$ cat config.mk
export PLATFORM = sky130hd
export DESIGN_NAME = tone_sequencer
export DESIGN_NICKNAME = d
export VERILOG_FILES = /design/src/rtl/tone_pkg.sv /design/src/rtl/square_osc.sv /design/src/rtl/tone_sequencer.sv
export SDC_FILE = /design/constraint.sdc
export NUM_CORES = 1
export LEC_CHECK = 0
export CAP_MARGIN = 40
export CORE_MARGIN = 2
export CORE_UTILIZATION = 53
export DETAILED_ROUTE_END_ITERATION = 8
export PLACE_DENSITY_LB_ADDON = 0.15
export SLEW_MARGIN = 25
export SYNTH_ARGS = -nofsm -noshare
export SYNTH_HDL_FRONTEND = slang
export SYNTH_HIERARCHICAL = 1
export SYNTH_SLANG_ARGS = --single-unit
$ cat constraint.sdc
create_clock -name CLOCK_50 -period 6.6 [get_ports CLOCK_50]
set_input_delay 0.66 -clock CLOCK_50 [delete_from_list [all_inputs] [get_ports CLOCK_50]]
set_output_delay 0.66 -clock CLOCK_50 [all_outputs]
set_load 0.03 [all_outputs]
$ cat src/rtl/tone_pkg.sv
// Shared types and constants for the tone sequencer: FSM state encoding,
// the ROM end-of-song marker and the audio sample width.
package tone_pkg;

  typedef enum logic [1:0] {
    IDLE  = 2'd0,
    FETCH = 2'd1,
    PLAY  = 2'd2,
    DONE  = 2'd3
  } state_t;

  localparam int SAMPLE_W = 32;

  // All-ones ROM word ends the song; the top slices it down to its ROM word width.
  localparam logic [31:0] END_MARKER = 32'hFFFF_FFFF;

endpackage

$ cat src/rtl/square_osc.sv
// Square-wave oscillator: counts half-periods, toggles snd, and gates rests
// (half_period == 0) to a silent sample.
module square_osc
  import tone_pkg::*;
#(
  parameter int DELAY_W   = 19,
  parameter int AMPLITUDE = 100000000
) (
  input  logic                       clk,
  input  logic                       resetn,
  input  logic                       en,
  input  logic                       clr,
  input  logic [DELAY_W-1:0]         half_period,
  output logic signed [SAMPLE_W-1:0] sample
);

  localparam logic signed [SAMPLE_W-1:0] AMP = SAMPLE_W'(AMPLITUDE);

  logic [DELAY_W-1:0] half_cnt;
  logic               snd;
  logic               sounding;

  assign sounding = en && (half_period != '0);

  // clr restarts each note high; rests hold both counter and snd.
  always_ff @(posedge clk or negedge resetn) begin
    if (!resetn) begin
      half_cnt <= '0;
      snd      <= 1'b0;
    end else if (clr) begin
      half_cnt <= '0;
      snd      <= 1'b1;
    end else if (sounding) begin
      if (half_cnt == half_period) begin
        half_cnt <= '0;
        snd      <= ~snd;
      end else begin
        half_cnt <= half_cnt + 1'b1;
      end
    end
  end

  always_comb begin
    sample = '0;
    if (sounding) sample = snd ? AMP : -AMP;
  end

endmodule

$ cat src/rtl/tone_sequencer.sv
// Melody player: steps through a note ROM one beat per word and streams a square
// wave into the Audio_Controller output FIFO, with start/stop and end-of-song handling.
module tone_sequencer
  import tone_pkg::*;
#(
  parameter int ADDR_W     = 10,
  parameter int DELAY_W    = 19,
  parameter int LAST_ADDR  = 999,
  parameter int BEAT_TICKS = 2500000,
  parameter int AMPLITUDE  = 100000000,
  parameter int ROM_LAT    = 1
) (
  input  logic                CLOCK_50,
  input  logic                resetn,
  input  logic                start,
  input  logic                stop,
  input  logic                loop_en,
  output logic [ADDR_W-1:0]   rom_addr,
  input  logic [DELAY_W-1:0]  rom_q,
  input  logic                audio_out_allowed,
  output logic                write_audio_out,
  output logic [SAMPLE_W-1:0] left_sample,
  output logic [SAMPLE_W-1:0] right_sample,
  output logic                playing,
  output logic                done
);

  localparam int BEAT_W = (BEAT_TICKS > 2) ? $clog2(BEAT_TICKS) : 1;
  localparam int FCNT_W = $clog2(ROM_LAT + 1);
  localparam logic [DELAY_W-1:0] END_CODE = END_MARKER[DELAY_W-1:0];

  state_t state, state_next;

  logic [BEAT_W-1:0]         beat_cnt;
  logic [FCNT_W-1:0]         fetch_cnt;
  logic [DELAY_W-1:0]        note_reg;
  logic [SAMPLE_W-1:0]       sample_reg;
  logic signed [SAMPLE_W-1:0] osc_sample;
  logic beat_expiry, fetch_ready, stop_abort;
  logic start_play, latch_note, advance_addr, wrap_addr;

  assign beat_expiry = (beat_cnt == BEAT_W'(BEAT_TICKS - 1));
  // rom_addr is registered, so rom_q is sampled ROM_LAT clocks after the first FETCH cycle.
  assign fetch_ready = (fetch_cnt == FCNT_W'(ROM_LAT));
  assign stop_abort  = stop && (state != IDLE);

  always_ff @(posedge CLOCK_50 or negedge resetn) begin
    if (!resetn) state <= IDLE;
    else         state <= state_next;
  end

  always_comb begin
    state_next   = state;
    start_play   = 1'b0;
    latch_note   = 1'b0;
    advance_addr = 1'b0;
    wrap_addr    = 1'b0;
    case (state)
      IDLE: begin
        if (start && !stop) begin
          state_next = FETCH;
          start_play = 1'b1;
        end
      end
      FETCH: begin
        if (stop) begin
          state_next = DONE;
        end else if (fetch_ready) begin
          latch_note = 1'b1;
          state_next = (rom_q == END_CODE) ? DONE : PLAY;
        end
      end
      PLAY: begin
        if (stop) begin
          state_next = DONE;
        end else if (beat_expiry) begin
          if (rom_addr < ADDR_W'(LAST_ADDR)) begin
            advance_addr = 1'b1;
            state_next   = FETCH;
          end else if (loop_en) begin
            wrap_addr  = 1'b1;
            state_next = FETCH;
          end else begin
            state_next = DONE;
          end
        end
      end
      DONE:    state_next = IDLE;
      default: state_next = IDLE;
    endcase
  end

  // Beat counter free-runs across FETCH so every ROM word lasts exactly BEAT_TICKS clocks.
  always_ff @(posedge CLOCK_50 or negedge resetn) begin
    if (!resetn) begin
      rom_addr        <= '0;
      note_reg        <= '0;
      beat_cnt        <= '0;
      fetch_cnt       <= '0;
      write_audio_out <= 1'b0;
      sample_reg      <= '0;
    end else begin
      if (start_play || wrap_addr) rom_addr <= '0;
      else if (advance_addr)       rom_addr <= rom_addr + 1'b1;

      if (latch_note) note_reg <= rom_q;

      if ((state == FETCH || state == PLAY) && !beat_expiry) beat_cnt <= beat_cnt + 1'b1;
      else                                                   beat_cnt <= '0;

      if (state == FETCH && state_next == FETCH) fetch_cnt <= fetch_cnt + 1'b1;
      else                                       fetch_cnt <= '0;

      write_audio_out <= audio_out_allowed && !write_audio_out &&
                         (state_next == FETCH || state_next == PLAY);

      sample_reg <= stop_abort ? '0 : osc_sample;
    end
  end

  square_osc #(
    .DELAY_W   (DELAY_W),
    .AMPLITUDE (AMPLITUDE)
  ) u_osc (
    .clk         (CLOCK_50),
    .resetn      (resetn),
    .en          (state == PLAY),
    .clr         (state == FETCH),
    .half_period (note_reg),
    .sample      (osc_sample)
  );

  assign left_sample  = sample_reg;
  assign right_sample = sample_reg;
  assign playing      = (state == FETCH) || (state == PLAY);
  assign done         = (state == DONE);

endmodule

# After elaboration in Yosys (flattened, before gate mapping)
# Cells that the tools add are included.
dict set report word_totals {
  regBits 107
  word_cells 79
  output_inout_bits 77
}
dict set report op_classes {
  add_sub_neg 4
  reduce_logical 20
  n_mux 36
  n_eq_ne 8
  magnitude_cmp 1
  n_bitwise 1
}
# op count
set op_table {}
lappend op_table {{32-bit two-way mux} 3}
lappend op_table {{19-bit two-way mux} 3}
lappend op_table {{22-bit by 1-bit adder with 22-bit output (second input constant)} 1}
lappend op_table {{22-bit equality test (second input constant)} 1}
lappend op_table {{22-bit two-way mux} 1}
lappend op_table {{10-bit two-way mux} 2}
lappend op_table {{19-bit by 1-bit adder with 19-bit output (second input constant)} 1}
lappend op_table {{19-bit equality test} 1}
lappend op_table {{19-bit equality test (second input constant)} 1}
lappend op_table {{1-bit two-way mux} 19}
lappend op_table {{19-bit nonzero test} 1}
lappend op_table {{2-bit two-way mux} 7}
lappend op_table {{10-bit by 1-bit adder with 10-bit output (second input constant)} 1}
lappend op_table {{10-bit less-than comparator (second input constant)} 1}
lappend op_table {{2-bit one-hot mux with 4 select lines} 1}
lappend op_table {{2-bit nonzero test} 4}
lappend op_table {{1-bit logical AND} 7}
lappend op_table {{2-bit equality test (second input constant)} 3}
lappend op_table {{2-bit by 1-bit equality test with 1-bit output (second input constant)} 2}
lappend op_table {{1-bit logical NOT} 3}
lappend op_table {{1-bit logical OR} 3}
lappend op_table {{2-bit logical NOT} 1}
lappend op_table {{2-bit AND reduction} 1}
lappend op_table {{1-bit adder (second input constant)} 1}
lappend op_table {{1-bit inverter} 1}

# Depth between registers and ports, before layout
dict set report logic_depth {
  ltp_word 8
  ltp_mapped 9
  depth_no_buf 8
}

# By module
# The synthesis kept the hierarchy.
# module cells_each instances area_per_inst_um2 seq_area_each_um2
set modules_own_cells {}
lappend modules_own_cells {tone_sequencer 364 1 4015.1 2177.1}
lappend modules_own_cells {square_osc 176 1 1611.5 500.5}

# Least setup slack after synthesis
# Ideal clock, no wire load.
dict set report synth_path {
  kind {reg2reg}
  from {reg rom_addr[0]}
  to {reg write_audio_out}
  t_arrival_ns 2.252
  period_less_slack_ns 2.341
  stages_incl_launch_ff 10
  slack_ns 4.259
  setup_ns 0.089
  n_path_buf 1
  path_cell_list {dfrtp_1 > ha_1 > nand2_1 > a211oi_1 > buf_4 > nand4b_1 > a31oi_1 > o21ai_0 > ha_1 > nor3b_1}
}
dict set report synth_via {
  elab_chain_cells 8
  word_cells_on_any_way 9
}
# element line_no
set synth_rtl {}
lappend synth_rtl {{start, declared} tone_sequencer.sv:18} ;# output logic [ADDR_W-1:0] rom_addr,
lappend synth_rtl {{start signal, assigned} tone_sequencer.sv:104} ;# else if (advance_addr) rom_addr <= rom_addr + 1'b1;
lappend synth_rtl {{10-bit less-than comparator *} tone_sequencer.sv:77} ;# if (rom_addr < ADDR_W'(LAST_ADDR)) begin
lappend synth_rtl {{2-bit two-way mux *} tone_sequencer.sv:77}
lappend synth_rtl {{2-bit two-way mux *} tone_sequencer.sv:76} ;# end else if (beat_expiry) begin
lappend synth_rtl {{2-bit two-way mux *} tone_sequencer.sv:74} ;# if (stop) begin
lappend synth_rtl {{2-bit one-hot mux with 4 select lines *} tone_sequencer.sv:58} ;# case (state)
lappend synth_rtl {{2-bit by 1-bit equality test with 1-bit output or 2-bit equality test (tied branches)} tone_sequencer.sv:115} ;# (state_next == FETCH || state_next == PLAY);
lappend synth_rtl {{1-bit logical OR *} tone_sequencer.sv:115}
lappend synth_rtl {{1-bit logical AND *} tone_sequencer.sv:114} ;# write_audio_out <= audio_out_allowed && !write_audio_out &&
lappend synth_rtl {{end signal, assigned} tone_sequencer.sv:114}
lappend synth_rtl {{end, declared} tone_sequencer.sv:21} ;# output logic write_audio_out,
# Every way passes the cells marked *; elsewhere a longest branch is shown, timed or not.
# A chain may end at the register's enable or synchronous reset.

# Worst setup path after layout
dict set report layout_path {
  from {reg state[0]}
  to {out playing}
}
dict set report layout_via {
  elab_chain_cells 2
  word_cells_on_any_way 3
}
# element line_no
set layout_rtl {}
lappend layout_rtl {{start, declared} tone_sequencer.sv:32} ;# state_t state, state_next;
lappend layout_rtl {{start signal, assigned} tone_sequencer.sv:49} ;# else state <= state_next;
lappend layout_rtl {{2-bit by 1-bit equality test with 1-bit output or 2-bit equality test (tied branches)} tone_sequencer.sv:135} ;# assign playing = (state == FETCH) || (state == PLAY);
lappend layout_rtl {{1-bit logical OR *} tone_sequencer.sv:135}
lappend layout_rtl {{end, declared} tone_sequencer.sv:24} ;# output logic playing,
# Marked as above.

==> qor.yml <==
status:
  status: "finished clean"
detailed_routing:
  first_pass_iters: 5
  wl_um: 11200
  via_per_inst: 5.34
  drtIter0Drc: 180
  drc_errors: 0
  final_antenna_net_count: 0
  num_vias: 3887
  avgRoutedWirePerCell_um: 15.4
global_route:
  antenna_found_initial: 0
  grtUsageTotal: 0.206
  grt_pass1_vias: 3849
  grt_overflow: 0
  grt_max_degree: 63
  grt_pass1_wl_um: 18700
critical_path:
  cp.arrival_ns: 2.00
  crit_required_ns: 5.94
  end_kind: "output port"
  cp_max_fo: 6
  rr_worst_depth: 8
  crit_type: "reg -> out"
  start_kind: "flop"
floorplan:
  pin_count: 102
  rows: 37
  die_x_um: 107
  start_util: 0.545
  die_area_sq_mm: 0.0115
  floorplan.die.height_um: 107
  design.core.area_sq_mm: 0.0103
power_and_ir_drop:
  power_frac_seq: 0.409
  ir_drop_mv: 0.189
  p_int_mw: 1.30
  p_sw_uw: 862
  powerDensity_mw_per_mm2: 331
  p_leak_nw: 2.74
  p_comb_frac: 0.419
  clockPowerShare: 0.172
  total_power_mw: 2.16
  p_sw_frac: 0.399
cells_and_area:
  nets: 621
  syn2layout_area_growth_pct: 16.1
  drive_gt1_frac: 0.0980
  largest_reg_flops: 32
  n_antenna_cell: 0
sta:
  min_period_over_period: 0.403
  final_max_slew_viol_count: 0
  slew_headroom: 0.468
  setup-tns-final_ns: 0
  hold_violations: 0
  fin_crit_ns: 2.66
  finClkSkew_ns: 0.00775
  setup_viol: 0
  max_slew.worst_pin.slew_ns: 0.798
  rsz0062_at_grt: "no"
  max_freq_mhz: 376
logic_synthesis:
  ys_seq_area_frac: 0.476
  synth_area_per_cell_sq_um: 10.4
  async_flop_share: 1.00
  ys_warn_count: 6
  ys_types: 59
  synth_edf_count: 0
  synthCells: 540
  syn_area_sq_mm: 0.00563
  synth_ff_type: "dfrtp_1"
  ys_ff_latch: 107
clock_network:
  clkSlewWorstSetupHoldPaths_ns: 0.09
  clock-sinks: 107
  htreeDepth: 3
  cts_buffers: 9
  cts-root-buf: "clkbuf_8"
  cts_buffer_depth: 2
  cts_resized: 0
  cts_tree: "done"
  clk-insertion-delay-late_ns: 0.37
  post_cts_buffers: 0
  postCtsHoldBufs: 0
placed_design:
  dp.final_hpwl_um: 8230
  numPortBuffers: 101
  place_congestion: 0.832
flow_run:
  drv_cap: 0
worst_hold_path:
  hp-class: "in -> async"
[routing by layer]
metal,wire (um),GRT usage,vias up
met5,0,0,-
met4,143,0.0622,0
met3,406,0.0426,12
met2,5760,0.344,88
met1,4880,0.269,1907
li1,-,-,1880
[logic make-up (layout without fill, tap and decap cells)]
family,count (synthesis),after routing,synth area share
and+or+nand+nor,220,220,0.220
DFF,107,107,0.476
buffers and inverters,88,133,0.104
xor gates and xnor gates,56,56,0.0872
AOI/OAI and AO/OA,40,40,0.0540
muxes,20,20,0.0398
adders and majority gates,8,8,0.0178
other,1,8,0.000666
[through the flow]
| stage | area, sq um | hold WS, ns | std cells | util | setup slack, ns |
|---|---|---|---|---|---|
| 6_report | 6530 | 0.271 | 728 | 0.633 | 3.94 |
| 5_1_grt | 6530 | 0.310 | 728 | 0.633 | 3.77 |
| 4_1_cts | 6490 | 0.291 | 726 | 0.628 | 3.88 |
| 3_5_place_dp | 6310 | 0.456 | 711 | 0.611 | 3.89 |
| 3_3_place_gp | 6300 | 0.461 | 710 | 0.611 | 3.95 |
| 2_1_floorplan | 5650 | 0.364 | 547 | - | 4.26 |
[power by group through the flow]
stage / clock, mW / sequential [mW] / combinational, mW
after global routing: 0.409 / 0.904 / 0.983
final: 0.371 / 0.884 / 0.904
after global placement: 0 / 0.895 / 0.886
after floorplan: 0 / 0.957 / 0.644
after CTS: 0.382 / 0.887 / 0.908
after detailed placement: 0 / 0.901 / 0.905
[worst paths after layout]
check                           startpoint  slack [ns]           endpoint
hold reg to reg            write_audio_out        0.47    write_audio_out
hold / removal                      resetn        0.27       note_reg[16]
max in group asynchronous           resetn        5.46    left_sample[23]
setup / recovery                  state[0]        3.94            playing
min in group CLOCK_50      write_audio_out        0.47    write_audio_out
setup reg to reg                  state[1]        4.01  u_osc/half_cnt[9]
[layout make-up]
type                            count  area, sq um
Inverter                           12         45.0
Tap cell                          136          170
Sequential cell                   107         2680
Fill cell                         829         3790
Multi-Input combinational cell    352         2390
Clock buffer                       12          155
Timing Repair Buffer              106         1070
Clock inverter                      3         23.8
[worst max-delay path: stages, from the launching register on]
cell             delay (ns)
dfrtp_1                0.47
inv_1                  0.10
ha_1                   0.36
clkdlybuf4s50_1        0.70
[cell usage after synthesis (5+ instances only)]
master    count  area, sq um
inv_1        11         41.3
ha_1          8          100
nand2_1      26         97.6
xnor2_1      33          289
nor4_1        9         56.3
nor2_1       53          199
and4_1        8         70.1
clkbuf_1      9         33.8
dfrtp_1     107         2680
nor3_1        8         40.0
o21ai_0       5         25.0
mux2_2       19          214
nand4_1      15         93.8
buf_4        64          480
nand3_1      25          125
and3_1        6         37.5
xor2_1       23          201
and2_1       36          225
o31ai_1       6         45.0
a21oi_1       6         30.0
[cells in the final DEF (no fill, tap or decap), types with 2 or more instances in the layout]
cell / Yosys / routed
clkinvlp_4: 0 / 2
nor2b_1: 2 / 2
or4_1: 4 / 4
or3_1: 4 / 4
nor4bb_1: 2 / 2
and3_1: 6 / 6
nand3_1: 25 / 25
xor2_1: 23 / 23
and4_1: 8 / 8
ha_1: 8 / 8
clkdlybuf4s50_1: 0 / 100
nor2_1: 53 / 53
or4_4: 2 / 2
inv_1: 11 / 11
buf_4: 64 / 3
xnor2_1: 33 / 33
o211ai_2: 2 / 2
nor4_1: 9 / 9
o31ai_1: 6 / 6
nor3_1: 8 / 8
o21ai_0: 5 / 5
clkbuf_8: 0 / 11
and2_1: 36 / 36
nand4b_1: 4 / 4
o2111ai_1: 2 / 2
conb_1: 1 / 8
nand2b_1: 2 / 2
a31oi_1: 4 / 4
o21ai_1: 3 / 3
nand4_1: 15 / 15
o21ai_2: 3 / 3
a21oi_1: 6 / 6
nand3b_1: 2 / 2
nand2_1: 26 / 26
mux2_2: 19 / 19
dfrtp_1: 107 / 107
Power figures use the tool's default switching activity.
